[src/rtl/ram_loader_if.sv]
// ----------------------------------------------------------------------------
// ram_loader_if : source-stream, RAM-port and status bundle for ram_loader
// Revision      : 1.0
// ----------------------------------------------------------------------------
`default_nettype none

interface ram_loader_if;
  logic       start;
  logic [7:0] length;
  logic       in_valid;
  logic [7:0] in_data;
  logic       in_ready;
  logic       mem_write_enable;
  logic [7:0] mem_address;
  logic [7:0] mem_data_in;
  logic [7:0] mem_data_out;
  logic       busy;
  logic       done;
  logic [7:0] checksum;
  logic       error;

  // The loader itself.
  modport slave (
    input  start, length, in_valid, in_data, mem_data_out,
    output in_ready, mem_write_enable, mem_address, mem_data_in,
           busy, done, checksum, error
  );

  // Whoever drives the loader and models the RAM.
  modport master (
    output start, length, in_valid, in_data, mem_data_out,
    input  in_ready, mem_write_enable, mem_address, mem_data_in,
           busy, done, checksum, error
  );
endinterface

`default_nettype wire

[src/rtl/ram_loader.sv]
// ----------------------------------------------------------------------------
// ram_loader : streams bytes into a RAM, then reads them back to verify a sum
// Revision   : 1.0
// ----------------------------------------------------------------------------
`default_nettype none

module ram_loader #(
  parameter logic [7:0] BASE_ADDR = 8'h00
) (
  input  wire          clk,
  input  wire          rst,
  ram_loader_if.slave  bus
);

  typedef enum logic [1:0] {
    S_IDLE   = 2'd0,
    S_LOAD   = 2'd1,
    S_VERIFY = 2'd2,
    S_DONE   = 2'd3
  } state_t;

  state_t     state_q, state_d;
  logic [7:0] len_q, len_d;
  logic [7:0] count_q, count_d;
  logic [7:0] checksum_q, checksum_d;
  logic [7:0] readsum_q, readsum_d;
  logic       error_q, error_d;
  logic       rd_pend_q, rd_pend_d;

  logic       w_in_ready;
  logic       w_we;
  logic [7:0] w_addr;
  logic [7:0] w_wdata;

  always_ff @(posedge clk or posedge rst) begin
    if (rst) begin
      state_q    <= S_IDLE;
      len_q      <= 8'h00;
      count_q    <= 8'h00;
      checksum_q <= 8'h00;
      readsum_q  <= 8'h00;
      error_q    <= 1'b0;
      rd_pend_q  <= 1'b0;
    end else begin
      state_q    <= state_d;
      len_q      <= len_d;
      count_q    <= count_d;
      checksum_q <= checksum_d;
      readsum_q  <= readsum_d;
      error_q    <= error_d;
      rd_pend_q  <= rd_pend_d;
    end
  end

  always_comb begin
    state_d    = state_q;
    len_d      = len_q;
    count_d    = count_q;
    checksum_d = checksum_q;
    readsum_d  = readsum_q;
    error_d    = error_q;
    rd_pend_d  = 1'b0;
    w_in_ready = 1'b0;
    w_we       = 1'b0;
    w_addr     = 8'h00;
    w_wdata    = 8'h00;

    case (state_q)
      S_IDLE: begin
        if (bus.start) begin
          len_d      = bus.length;
          count_d    = 8'h00;
          checksum_d = 8'h00;
          readsum_d  = 8'h00;
          error_d    = 1'b0;
          state_d    = (bus.length == 8'h00) ? S_DONE : S_LOAD;
        end
      end

      S_LOAD: begin
        w_in_ready = 1'b1;
        w_we       = bus.in_valid;
        w_addr     = BASE_ADDR + count_q;
        w_wdata    = bus.in_data;
        if (bus.in_valid) begin
          checksum_d = checksum_q + bus.in_data;
          if (count_q == len_q - 8'd1) begin
            count_d = 8'h00;
            state_d = S_VERIFY;
          end else begin
            count_d = count_q + 8'd1;
          end
        end
      end

      S_VERIFY: begin
        // Addresses go out while count < length; data returns one cycle later,
        // so the final cycle issues nothing and only captures the last byte.
        w_addr = BASE_ADDR + count_q;
        if (count_q != len_q) begin
          count_d   = count_q + 8'd1;
          rd_pend_d = 1'b1;
        end
        if (rd_pend_q) begin
          readsum_d = readsum_q + bus.mem_data_out;
        end
        if (count_q == len_q) begin
          error_d = (readsum_d != checksum_q);
          state_d = S_DONE;
        end
      end

      S_DONE: begin
        state_d = S_IDLE;
      end

      default: begin
        state_d = S_IDLE;
      end
    endcase
  end

  assign bus.in_ready         = w_in_ready;
  assign bus.mem_write_enable = w_we;
  assign bus.mem_address      = w_addr;
  assign bus.mem_data_in      = w_wdata;
  assign bus.busy             = (state_q != S_IDLE);
  assign bus.done             = (state_q == S_DONE);
  assign bus.checksum         = checksum_q;
  assign bus.error            = error_q;

endmodule

`default_nettype wire

[src/flat_wrapper.sv]
// flat-port wrapper written by rule: the top's interface ports become plain ports
module ram_loader_flat 
#(
  parameter logic [7:0] BASE_ADDR = 8'h00
)
  (clk, rst, bus_start, bus_length, bus_in_valid, bus_in_data, bus_mem_data_out, bus_in_ready, bus_mem_write_enable, bus_mem_address, bus_mem_data_in, bus_busy, bus_done, bus_checksum, bus_error);
  ram_loader_if bus_i ();
  input  wire clk;
  input  wire rst;
  input wire logic [$bits(bus_i.start)-1:0] bus_start;
  input wire logic [$bits(bus_i.length)-1:0] bus_length;
  input wire logic [$bits(bus_i.in_valid)-1:0] bus_in_valid;
  input wire logic [$bits(bus_i.in_data)-1:0] bus_in_data;
  input wire logic [$bits(bus_i.mem_data_out)-1:0] bus_mem_data_out;
  output wire logic [$bits(bus_i.in_ready)-1:0] bus_in_ready;
  output wire logic [$bits(bus_i.mem_write_enable)-1:0] bus_mem_write_enable;
  output wire logic [$bits(bus_i.mem_address)-1:0] bus_mem_address;
  output wire logic [$bits(bus_i.mem_data_in)-1:0] bus_mem_data_in;
  output wire logic [$bits(bus_i.busy)-1:0] bus_busy;
  output wire logic [$bits(bus_i.done)-1:0] bus_done;
  output wire logic [$bits(bus_i.checksum)-1:0] bus_checksum;
  output wire logic [$bits(bus_i.error)-1:0] bus_error;
  assign bus_i.start = bus_start;
  assign bus_i.length = bus_length;
  assign bus_i.in_valid = bus_in_valid;
  assign bus_i.in_data = bus_in_data;
  assign bus_i.mem_data_out = bus_mem_data_out;
  assign bus_in_ready = bus_i.in_ready;
  assign bus_mem_write_enable = bus_i.mem_write_enable;
  assign bus_mem_address = bus_i.mem_address;
  assign bus_mem_data_in = bus_i.mem_data_in;
  assign bus_busy = bus_i.busy;
  assign bus_done = bus_i.done;
  assign bus_checksum = bus_i.checksum;
  assign bus_error = bus_i.error;
  ram_loader #(.BASE_ADDR(BASE_ADDR)) u_core (.clk(clk), .rst(rst), .bus(bus_i));
endmodule
[config.mk]
export PLATFORM = sky130hd
export DESIGN_NAME = ram_loader_flat
export DESIGN_NICKNAME = d
export VERILOG_FILES = /design/src/rtl/ram_loader_if.sv /design/src/rtl/ram_loader.sv /design/src/flat_wrapper.sv
export SDC_FILE = /design/constraint.sdc
export NUM_CORES = 1
export LEC_CHECK = 0
export BUFFER_PORTS_ARGS = -buffer_cell sky130_fd_sc_hd__buf_4
export CAP_MARGIN = 10
export CELL_PAD_IN_SITES_DETAIL_PLACEMENT = 1
export CELL_PAD_IN_SITES_GLOBAL_PLACEMENT = 2
export CORE_ASPECT_RATIO = 0.6
export CORE_MARGIN = 3
export CORE_UTILIZATION = 34
export DETAILED_ROUTE_END_ITERATION = 8
export PLACE_DENSITY = 0.89
export SLEW_MARGIN = 30
export SYNTH_ARGS = -nofsm -noshare
export SYNTH_HDL_FRONTEND = slang
export SYNTH_SLANG_ARGS = --single-unit
[constraint.sdc]
create_clock -name clk -period 3.4 [get_ports clk]
set_clock_uncertainty 0.15 [all_clocks]
set_input_delay 0.51 -clock clk [delete_from_list [all_inputs] [get_ports clk]]
set_output_delay 0.51 -clock clk [all_outputs]
set_load 0.01 [all_outputs]
==> flow_metrics.py <==
metrics = {
    "die": {
        "start_util": 0.354,
        "pin_count": 57,
        "coreArea_um2": 7950,
        "die_w_um": 123,
        "fp-row-count": 25,
        "die_y_um": 76.5,
        "die_area_um2": 9440,
    },
    "critical_path": {
        "cp.required_ns": 3.41,
        "worstSetupStartpointType": "register",
        "path_max_fanout": 3,
        "rrSetupSlack_ns": 0.57,
        "path_cells": "ha_1 > fa_1 > a21o_1 > a211oi_1 > o31a_1 > xor2_1 > o211ai_1 > nor4_1 > o31ai_1",
        "end_kind": "register",
        "worst-endpoint-arrival_ns": 2.84,
        "worst-setup-path-type": "reg -> reg",
        "slowest_stage": "fa_1",
        "critical-path-max-stage-delay_ns": 0.44,
    },
    "timing": {
        "finalCritPeriodShare": 0.832,
        "slew_headroom": 0.614,
        "period_needed_ns": 2.83,
        "finalHoldViolCount": 0,
        "max_slew.worst_pin.slew_ns": 0.575,
        "hold_slack_ns": 0.192,
        "fin_tns_setup_ns": 0,
        "slew_violations": 0,
        "clock.fmax_ghz": 0.353,
        "finalSetupViolations": 0,
        "setup_slack_ns": 0.570,
        "rsz0062_at_grt": "false",
    },
    "pwr": {
        "power.total_mw": 3.18,
        "peakVddDrop_mv": 0.318,
        "powerDensity_nw_per_um2": 905,
        "leakagePower_nw": 1.67,
    },
    "synthesis": {
        "ys_types": 55,
        "syn_nets": 347,
        "synth_area_um2": 2820,
        "async_flop_share": 1.00,
        "synth_edf_count": 0,
        "synth.ff_latch_count": 36,
        "syn_area_per_cell_um2": 9.51,
        "synth_flop_cell": "dfrtp_1",
        "seq_area_frac_synth": 0.320,
        "synth_cells": 296,
        "ys_warn_count": 0,
    },
    "clocking": {
        "clock_sinks": 36,
        "worstSkewPairLatency_ns": 0.28,
        "clock_path_buffers": 2,
        "cts_tree": "done",
        "cts-buffers-inserted": 5,
        "cts_root_buf": "clkbuf_16",
        "clkTransAtPathRegs_ns": 0.06,
        "hold_buffers": 0,
        "htreeDepth": 2,
        "ctsResizeCount": 0,
        "cts_setup_buffers": 0,
    },
    "layout": {
        "multi_input_area_um2": 1840,
        "final_nets": 405,
        "fin_area_um2": 3510,
        "nFillCells": 905,
        "drive_above_1_share": 0.228,
        "final_core_util": 0.442,
        "regArea_um2": 901,
        "areaGrowthSynthToFinish_pct": 24.8,
        "layout.cells.non_filler": 463,
        "antennaDiodeCount": 0,
    },
    "route": {
        "wl_per_cell_um": 17.6,
        "vias": 2519,
        "viasPerCell": 5.44,
        "dr.first_iter.drc_count": 171,
        "drcViolationCount": 0,
        "first_pass_iters": 4,
        "ant_nets": 0,
        "drt-total-wl_um": 8170,
    },
    "place": {
        "portBuffers": 56,
        "placed_cells": 455,
        "routabilityCongestion": 0.846,
        "dp_slack_ns": 0.421,
        "place_area_um2": 3350,
        "hpwlAfterDp_um": 6520,
    },
    "flow_run": {
        "cap_viol_max_count": 0,
    },
    "grt": {
        "grt_max_degree": 37,
        "grt_pass1_wl_um": 13600,
        "grt_use_total": 0.182,
        "antenna_found_initial": 0,
        "grt_pass1_vias": 2634,
        "grt_overflow_total": 0,
    },
    "worst_hold_path": {
        "hold_class": "in -> async",
    },
    "status": {
        "status": "finished clean",
    },
}
cells in the final DEF (no fill, tap or decap), types with 3 or more instances in the layout:
cell type	instances
a21o_1	6
a21oi_1	14
a22o_1	14
and2_1	19
and3_1	6
buf_4	57
clkbuf_16	5
dfrtp_1	36
ha_1	21
inv_1	12
mux2_2	9
mux2i_1	4
nand2_1	17
nand2b_1	4
nor2_1	14
nor2b_1	8
nor3_1	3
nor4_1	4
o21ai_0	18
o21ai_1	9
xnor2_1	17
xor2_1	13
cells in the mapped netlist, types with 4 or more instances:
cell,n,area (um^2)
mux2i_1,4,40.0
nand2_1,17,63.8
dfrtp_1,36,901
and3_1,6,37.5
nor4_1,4,25.0
xnor2_1,17,149
a22o_1,14,123
o21ai_0,18,90.1
xor2_1,13,114
o21ai_1,9,45.0
nor2b_1,8,50.1
a21o_1,6,45.0
a21oi_1,14,70.1
nand2b_1,4,25.0
mux2_2,9,101
and2_1,19,119
nor2_1,14,52.6
ha_1,21,263
inv_1,12,45.0
flip-flops by register name, summed over array words and instances, names as in the netlist:
name / cells
u_core.bus.error: 1
u_core.count_q: 8
u_core.state_q: 2
u_core.readsum_q: 8
u_core.len_q: 8
u_core.rd_pend_q: 1
u_core.bus.checksum: 8
layer usage:
| layer | part of all wire | global-route usage | vias to the layer above |
|---|---|---|---|
| li1 | - | - | 1197 |
| met3 | 0.059 | 0.0356 | 10 |
| met1 | 0.50 | 0.272 | 1245 |
| met5 | 0 | 0 | - |
| met2 | 0.43 | 0.270 | 67 |
| met4 | 0.011 | 0.0387 | 0 |
worst max-delay path, delay by kind of cell (launching register included):
family / cells / cell delay [ns]
adders and majority gates: 2 / 0.68
AOI/OAI and AO/OA: 5 / 0.98
and+or+nand+nor: 1 / 0.33
DFF: 1 / 0.41
xor gates and xnor gates: 1 / 0.16
cells by family (layout without fill, tap and decap cells):
logic type,count (synthesis),after routing,synth area share
fa+ha+maj,23,23,0.108
buf+inv,18,77,0.0271
xor+xnor,30,30,0.0933
simple gates,85,85,0.164
compound gates,91,91,0.237
mux,13,13,0.0502
flops,36,36,0.320
where the power goes:
| group | internal, mW | switching, mW |
|---|---|---|
| registers | 0.574 | 0.239 |
| logic | 0.813 | 1.03 |
| clock network | 0.344 | 0.183 |
| total | 1.73 | 1.45 |
cell type report:
cell class,instances,area share
inverter,12,0.0128
timing repair buffer,57,0.122
multi-input combinational,242,0.523
sequential,36,0.256
clock inverter,3,0.0121
tap,108,0.0384
clock buffer,5,0.0356
path summary, 6_finish.rpt:
check / startpoint / to / depth (start not counted)
worst max-delay path: u_core.readsum_q[0] / u_core.bus.error / 9
worst min-delay path: rst / u_core.readsum_q[0] / 3
worst max register to register: u_core.readsum_q[0] / u_core.bus.error / 9
worst min register to register: u_core.readsum_q[5] / u_core.readsum_q[5] / 2
max in group asynchronous: rst / u_core.readsum_q[7] / 3
min in group clk: bus_length[6] / u_core.len_q[6] / 2
No activity file was read; power rests on OpenSTA's default activity.
